===== src/rtl/fetch_pkg.sv =====
// fetch_pkg: shared types, constants and J-immediate decode for the fetch stage.
package fetch_pkg;
    localparam logic [31:0] NOP = 32'h0000_0013;
    localparam logic [6:0] OPCODE_JAL = 7'b1101111;
    typedef struct packed {
        logic [31:0] pc;
        logic [31:0] instr1;
        logic [31:0] instr2;
        logic        v2;
    } fetch_entry_t;
    function automatic logic [31:0] jimm_decode(input logic [31:0] instr);
        return {{11{instr[31]}}, instr[31], instr[19:12], instr[20], instr[30:21], 1'b0};
    endfunction
endpackage


===== src/rtl/fetch_fifo.sv =====
// fetch_fifo: show-ahead pair queue with flush; an empty head reads as a NOP pair at pc 0.
module fetch_fifo
    import fetch_pkg::*;
#(
    parameter int FIFO_DEPTH = 4
) (
    input  logic                          clk,
    input  logic                          rst,
    input  logic                          flush,
    input  logic                          push,
    input  fetch_entry_t                  din,
    input  logic                          pop,
    output fetch_entry_t                  dout,
    output logic                          empty,
    output logic [$clog2(FIFO_DEPTH):0]   count
);
    localparam int AW = $clog2(FIFO_DEPTH);
    localparam logic [AW:0] FULL = (AW+1)'(FIFO_DEPTH);
    fetch_entry_t mem [FIFO_DEPTH];
    logic [AW-1:0] rd_ptr, wr_ptr;
    assign empty = count == '0;
    assign dout  = empty ? '{pc: 32'd0, instr1: NOP, instr2: NOP, v2: 1'b0} : mem[rd_ptr];
    always_ff @(posedge clk or posedge rst) begin
        if (rst) begin
            rd_ptr <= '0;
            wr_ptr <= '0;
            count  <= '0;
        end else if (flush) begin
            rd_ptr <= '0;
            wr_ptr <= '0;
            count  <= '0;
        end else begin
            if (push) wr_ptr <= wr_ptr + 1'b1;
            if (pop) rd_ptr <= rd_ptr + 1'b1;
            count <= count + (AW+1)'(push) - (AW+1)'(pop);
        end
    end
    always_ff @(posedge clk) begin
        if (push && !flush) mem[wr_ptr] <= din;
    end
    assert property (@(posedge clk) disable iff (rst) !(push && !flush && !pop && count == FULL));
endmodule


===== src/rtl/fetch_stage.sv =====
// fetch_stage: dual-issue PC/ROM fetch with credit-throttled pair queue and redirect flush.
// Optional JAL predecode redirect under FETCH_JAL_PREDECODE_EN.
module fetch_stage
    import fetch_pkg::*;
#(
    parameter logic [31:0] RESET_PC   = 32'h0000_0000,
    parameter int          ADDR_W     = 10,
    parameter int          FIFO_DEPTH = 4
) (
    input  logic              clk,
    input  logic              rst,
    output logic [ADDR_W-1:0] rom_addr,
    input  logic [31:0]       rom_instr1,
    input  logic [31:0]       rom_instr2,
    input  logic              redirect_valid,
    input  logic [31:0]       redirect_pc,
    input  logic              id_ready,
    output logic              id_valid,
    output logic              id_valid2,
    output logic [31:0]       id_pc,
    output logic [31:0]       id_instr1,
    output logic [31:0]       id_instr2
);
    localparam int CW = $clog2(FIFO_DEPTH) + 1;
    logic [31:0] pc, pc_next, inflight_pc;
    logic inflight, fetch_go, capture, v2, v2_wrap, empty, pop;
    logic [CW-1:0] count;
    fetch_entry_t head;
    assign rom_addr = pc[ADDR_W+1:2];
    // Credits count both queued and in-flight pairs, so a push never meets a full queue.
    assign fetch_go = (count + CW'(inflight) < CW'(FIFO_DEPTH)) && !redirect_valid;
    assign v2_wrap  = inflight_pc[ADDR_W+1:2] != '1;
    assign pop      = !empty && id_ready;
`ifdef FETCH_JAL_PREDECODE_EN
    logic squash, jal0, jal1, jal_redir;
    logic [31:0] jal_pc;
    assign capture   = inflight && !redirect_valid && !squash;
    assign jal0      = rom_instr1[6:0] == OPCODE_JAL;
    assign jal1      = v2_wrap && rom_instr2[6:0] == OPCODE_JAL;
    assign jal_redir = capture && (jal0 || jal1);
    assign jal_pc    = jal0 ? inflight_pc + jimm_decode(rom_instr1) : inflight_pc + 32'd4 + jimm_decode(rom_instr2);
    assign v2        = v2_wrap && !jal0;
    assign pc_next   = redirect_valid ? (redirect_pc & ~32'h3) : jal_redir ? jal_pc : fetch_go ? pc + 32'd8 : pc;
    // Only a fetch issued alongside the JAL capture is on the wrong path.
    always_ff @(posedge clk or posedge rst) begin
        if (rst) squash <= 1'b0;
        else squash <= jal_redir && fetch_go;
    end
`else
    assign capture = inflight && !redirect_valid;
    assign v2      = v2_wrap;
    assign pc_next = redirect_valid ? (redirect_pc & ~32'h3) : fetch_go ? pc + 32'd8 : pc;
`endif
    always_ff @(posedge clk or posedge rst) begin
        if (rst) begin
            pc          <= RESET_PC;
            inflight    <= 1'b0;
            inflight_pc <= '0;
        end else begin
            pc       <= pc_next;
            inflight <= fetch_go;
            if (fetch_go) inflight_pc <= pc;
        end
    end
    fetch_fifo #(.FIFO_DEPTH(FIFO_DEPTH)) u_fifo (
        .clk   (clk),
        .rst   (rst),
        .flush (redirect_valid),
        .push  (capture),
        .din   ('{pc: inflight_pc, instr1: rom_instr1, instr2: rom_instr2, v2: v2}),
        .pop   (pop),
        .dout  (head),
        .empty (empty),
        .count (count)
    );
    assign id_valid  = !empty;
    assign id_valid2 = head.v2;
    assign id_pc     = head.pc;
    assign id_instr1 = head.instr1;
    assign id_instr2 = head.instr2;
endmodule


===== config.mk =====
export PLATFORM = sky130hd
export DESIGN_NAME = fetch_stage
export DESIGN_NICKNAME = d
export VERILOG_FILES = /design/src/rtl/fetch_pkg.sv /design/src/rtl/fetch_fifo.sv /design/src/rtl/fetch_stage.sv
export SDC_FILE = /design/constraint.sdc
export NUM_CORES = 1
export LEC_CHECK = 0
export ABC_CLOCK_PERIOD_IN_PS = 4400
export BUFFER_PORTS_ARGS = -buffer_cell sky130_fd_sc_hd__buf_2
export CORE_ASPECT_RATIO = 0.9
export CORE_MARGIN = 2
export CORE_UTILIZATION = 25
export DETAILED_ROUTE_END_ITERATION = 16
export GPL_TIMING_DRIVEN = 0
export SLEW_MARGIN = 40
export SYNTH_ARGS = -nofsm -noshare
export SYNTH_HDL_FRONTEND = slang
export SYNTH_SLANG_ARGS = --single-unit

===== constraint.sdc =====
create_clock -name clk -period 4.4 [get_ports clk]
set_input_delay 0.44 -clock clk [delete_from_list [all_inputs] [get_ports clk]]
set_output_delay 0.44 -clock clk [all_outputs]
set_load 0.01 [all_outputs]

==> results.json <==
{
  "cp.arrival_ns": 3.37,
  "fin_crit_ns": 3.81,
  "slowest_delay_ns": 0.54,
  "io_pins": 208,
  "via_count": 9162,
  "cts_tree": "yes",
  "yosysSeqAreaShare": 0.740,
  "cp-end-kind": "primary output",
  "final_core_util": 0.312,
  "netlist_top_cells_area": "edfxtp_1 64%, mux4_2 12%, dfrtp_1 9.6%, and2_1 3.4%, mux2_2 2.2%",
  "synthArstFlopShare": 0.152,
  "clk_path_buf_depth": 3,
  "postSynthAreaPerCell_um2": 19.2,
  "dieWidth_um": 285,
  "root_buffer": "clkbuf_16",
  "synth.top_cell.area_share": 0.644,
  "worstReg2RegEnd": "u_fifo.count[2]",
  "swShare": 0.287,
  "gp_congestion": 0.768,
  "synth_compound_area_frac": 0.0101,
  "combPwrFrac": 0.248,
  "yosys_warnings": 0,
  "relSlewSlack": 0.499,
  "synth.area.mux_share": 0.146,
  "p_total_mw": 12.8,
  "yosys.area_share.simple": 0.0652,
  "globalRouteOverflowTotal": 0,
  "ys.flop_type": "edfxtp_1",
  "netlist_instances": 921,
  "crit_family": "buffers and inverters",
  "synth_most_common_cell": "edfxtp_1",
  "numCtsBuffers": 49,
  "wl_um": 41300,
  "crit_buf_inv": 4,
  "dpl.hpwl_um": 28000,
  "worst_pin_slew_ns": 0.731,
  "final-hold-violation-count": 0,
  "track_usage": 0.112,
  "crit_end": "id_pc[15]",
  "r2r_start": "u_fifo.count[2]",
  "drt_pass1_iterations": 5,
  "synthTopCellsByCount": "380 x edfxtp_1, 97 x and2_1, 95 x mux4_2",
  "cts_sinks": 448,
  "clkSlewWorstSetupHoldPaths_ns": 0.07,
  "fmax_mhz": 263,
  "outcome": "finished, final reports clean",
  "first_iter_violations": 584,
  "layout.area.seq_um2": 13100,
  "wire_per_inst_um": 19.0,
  "layout-drive-gt1-share": 0.376,
  "clockPowerShare": 0.325,
  "cp-startpoint": "u_fifo.rd_ptr[0]",
  "crit_slowest_cell": "mux4_2",
  "fin_crit_sh": 0.866,
  "grt_first_pass_wirelength_um": 61600,
  "rr_worst_depth": 10,
  "worstPathCellList": "clkbuf_1 > buf_2 > buf_2 > mux4_2 > and2_1 > buf_2",
  "ys_types": 41,
  "p_seq_frac": 0.427,
  "fill_cells": 6838,
  "cts_resized": 0,
  "synth-xor-area-share": 0.0143,
  "yosys.area.top_type": "edfxtp_1",
  "cap_violations": 0,
  "antenna_found_initial": 0,
  "cts_htree_levels": 2,
  "critPathMaxFanout": 10,
  "final-setup-viol-count": 0,
  "cp_common_cell": "buf_2",
  "die_area_um2": 73100,
  "floorplan.rows": 92,
  "reg2reg_slack_ns": 0.75,
  "io_buffers": 203,
  "power.density_nw_per_um2": 584,
  "avgViaCountPerCell": 4.22,
  "grt_setup_unrepaired": "false",
  "skew_ns": 0.0114,
  "vdd_drop_max_v": 0.000246,
  "required_ns": 3.96,
  "clkLatencyLatePin_ns": 0.58,
  "ys_ff_latch": 448,
  "startpoint_type": "flip-flop",
  "multi_input_area_um2": 4300,
  "internal_power_mw": 9.11,
  "leakage_nw": 7.52,
  "nNetsFinal": 1298,
  "drv_slew": 0,
  "setup.worst_path.class": "reg2out",
  "syn2layout_area_growth_pct": 23.4,
  "hold_class": "in2reg",
  "chipHeight_um": 257,
  "drt.antenna.violating_nets": 0,
  "path_depth": 6,
  "synth_fa_ha_area_frac": 0.00607,
  "syn_area_um2": 17700,
  "grt_pass1_vias": 9631,
  "synth_top_family_by_area": "multiplexers",
  "grt_max_degree": 48,
  "synth_edf_count": 380,
  "drc": 0,
  "p_switching_mw": 3.67,
  "start_util": 0.253,
  "core_um2": 70100
}
## routing by layer
layer	share of wire	vias up	global-route usage
li1	-	4146	-
met1	0.45	4700	0.151
met2	0.48	261	0.185
met3	0.054	55	0.0220
met4	0.019	0	0.0304
met5	0	-	0
## placed cells by master, fill, tap and decap left out, types with 5 or more instances in the layout
cell and instances:
edfxtp_1 380, buf_2 214, mux4_2 95, and2_1 93, dfrtp_1 68, clkbuf_16 51, mux2_2 35, clkbuf_1 32
nand2_1 32, o21ai_0 23, buf_4 16, nand4_1 16, xnor2_1 15, nor2_1 15, xor2_1 14, clkinv_1 13
buf_12 12, nand3_1 8, inv_1 7, ha_1 7, or2_2 6, bufinv_16 6, and3_1 5, mux2i_1 5
nor3_1 5, inv_6 5, clkinv_2 5
## repair_timing
| item | 4_1_cts | 5_1_grt |
|---|---|---|
| endpoints found under the hold margin | 21 | 0 |
| setup buffers | 0 | 0 |
| hold buffers | 1 | 0 |
## cell type report
| class | count | share of cell area |
|---|---|---|
| antenna | 1 | 0.000114 |
| buffer | 58 | 0.0137 |
| clock buffer | 58 | 0.0600 |
| clock inverter | 33 | 0.0152 |
| inverter | 9 | 0.00177 |
| multi-input combinational | 407 | 0.197 |
| sequential | 448 | 0.600 |
| tap | 940 | 0.0538 |
| timing repair buffer | 217 | 0.0592 |
## power by group through the flow
stage | Sequential, mW | Clock (mW) | Combinational (mW)
final | 5.46 | 4.15 | 3.17
after global routing | 5.52 | 4.45 | 3.50
after CTS | 5.47 | 4.29 | 3.32
after detailed placement | 5.55 | 0 | 3.31
after global placement | 5.56 | 0 | 3.23
after floorplan | 5.43 | 0 | 2.00
## sequential cells by signal (all words and copies together) (netlist names)
name	count
inflight_pc	30
pc	30
u_fifo.rd_ptr	2
u_fifo.wr_ptr	2
u_fifo.count	3
inflight	1
u_fifo.mem	380
## metrics by stage
stage	cell area, um2	setup TNS (ns)	setup slack (ns)	std cells	hold slack, ns
6_report	21900	0	0.591	2171	0.0754
5_1_grt	21900	0	0.263	2170	0.0369
4_1_cts	21900	0	0.301	2170	0.0258
3_5_place_dp	20200	0	0.569	2078	0.402
3_3_place_gp	19900	-519.55	-1.41	2065	0.492
2_1_floorplan	17700	0	1.06	922	0.472
## worst min-delay path by stage
stage | from | to | cells past startpoint
2_1_floorplan | inflight_pc[12] | u_fifo.mem[0][77] | 0
3_3_place_gp | inflight_pc[19] | u_fifo.mem[2][84] | 0
3_5_place_dp | rst | pc[12] | 2
4_1_cts | rom_instr2[9] | u_fifo.mem[1][10] | 1
5_1_grt | rom_instr1[0] | u_fifo.mem[3][33] | 1
6_report | rom_instr2[9] | u_fifo.mem[1][10] | 1
## worst register-to-register path: cells and delay by family, from the launching register on
| family | cells | cell delay [ns] |
|---|---|---|
| buffers and inverters | 3 | 0.93 |
| flip-flops | 1 | 0.49 |
| XOR/XNOR | 1 | 0.16 |
| adder cells (fa/ha/maj) | 3 | 0.80 |
| AND/OR/NAND/NOR | 3 | 1.13 |
## cells by family after synthesis
logic type | count (synthesis)
compound gates | 32
other cells | 1
flops | 448
mux | 135
xor+xnor | 29
fa+ha+maj | 8
buf+inv | 67
simple gates | 201
Power figures use the tool's default switching activity.
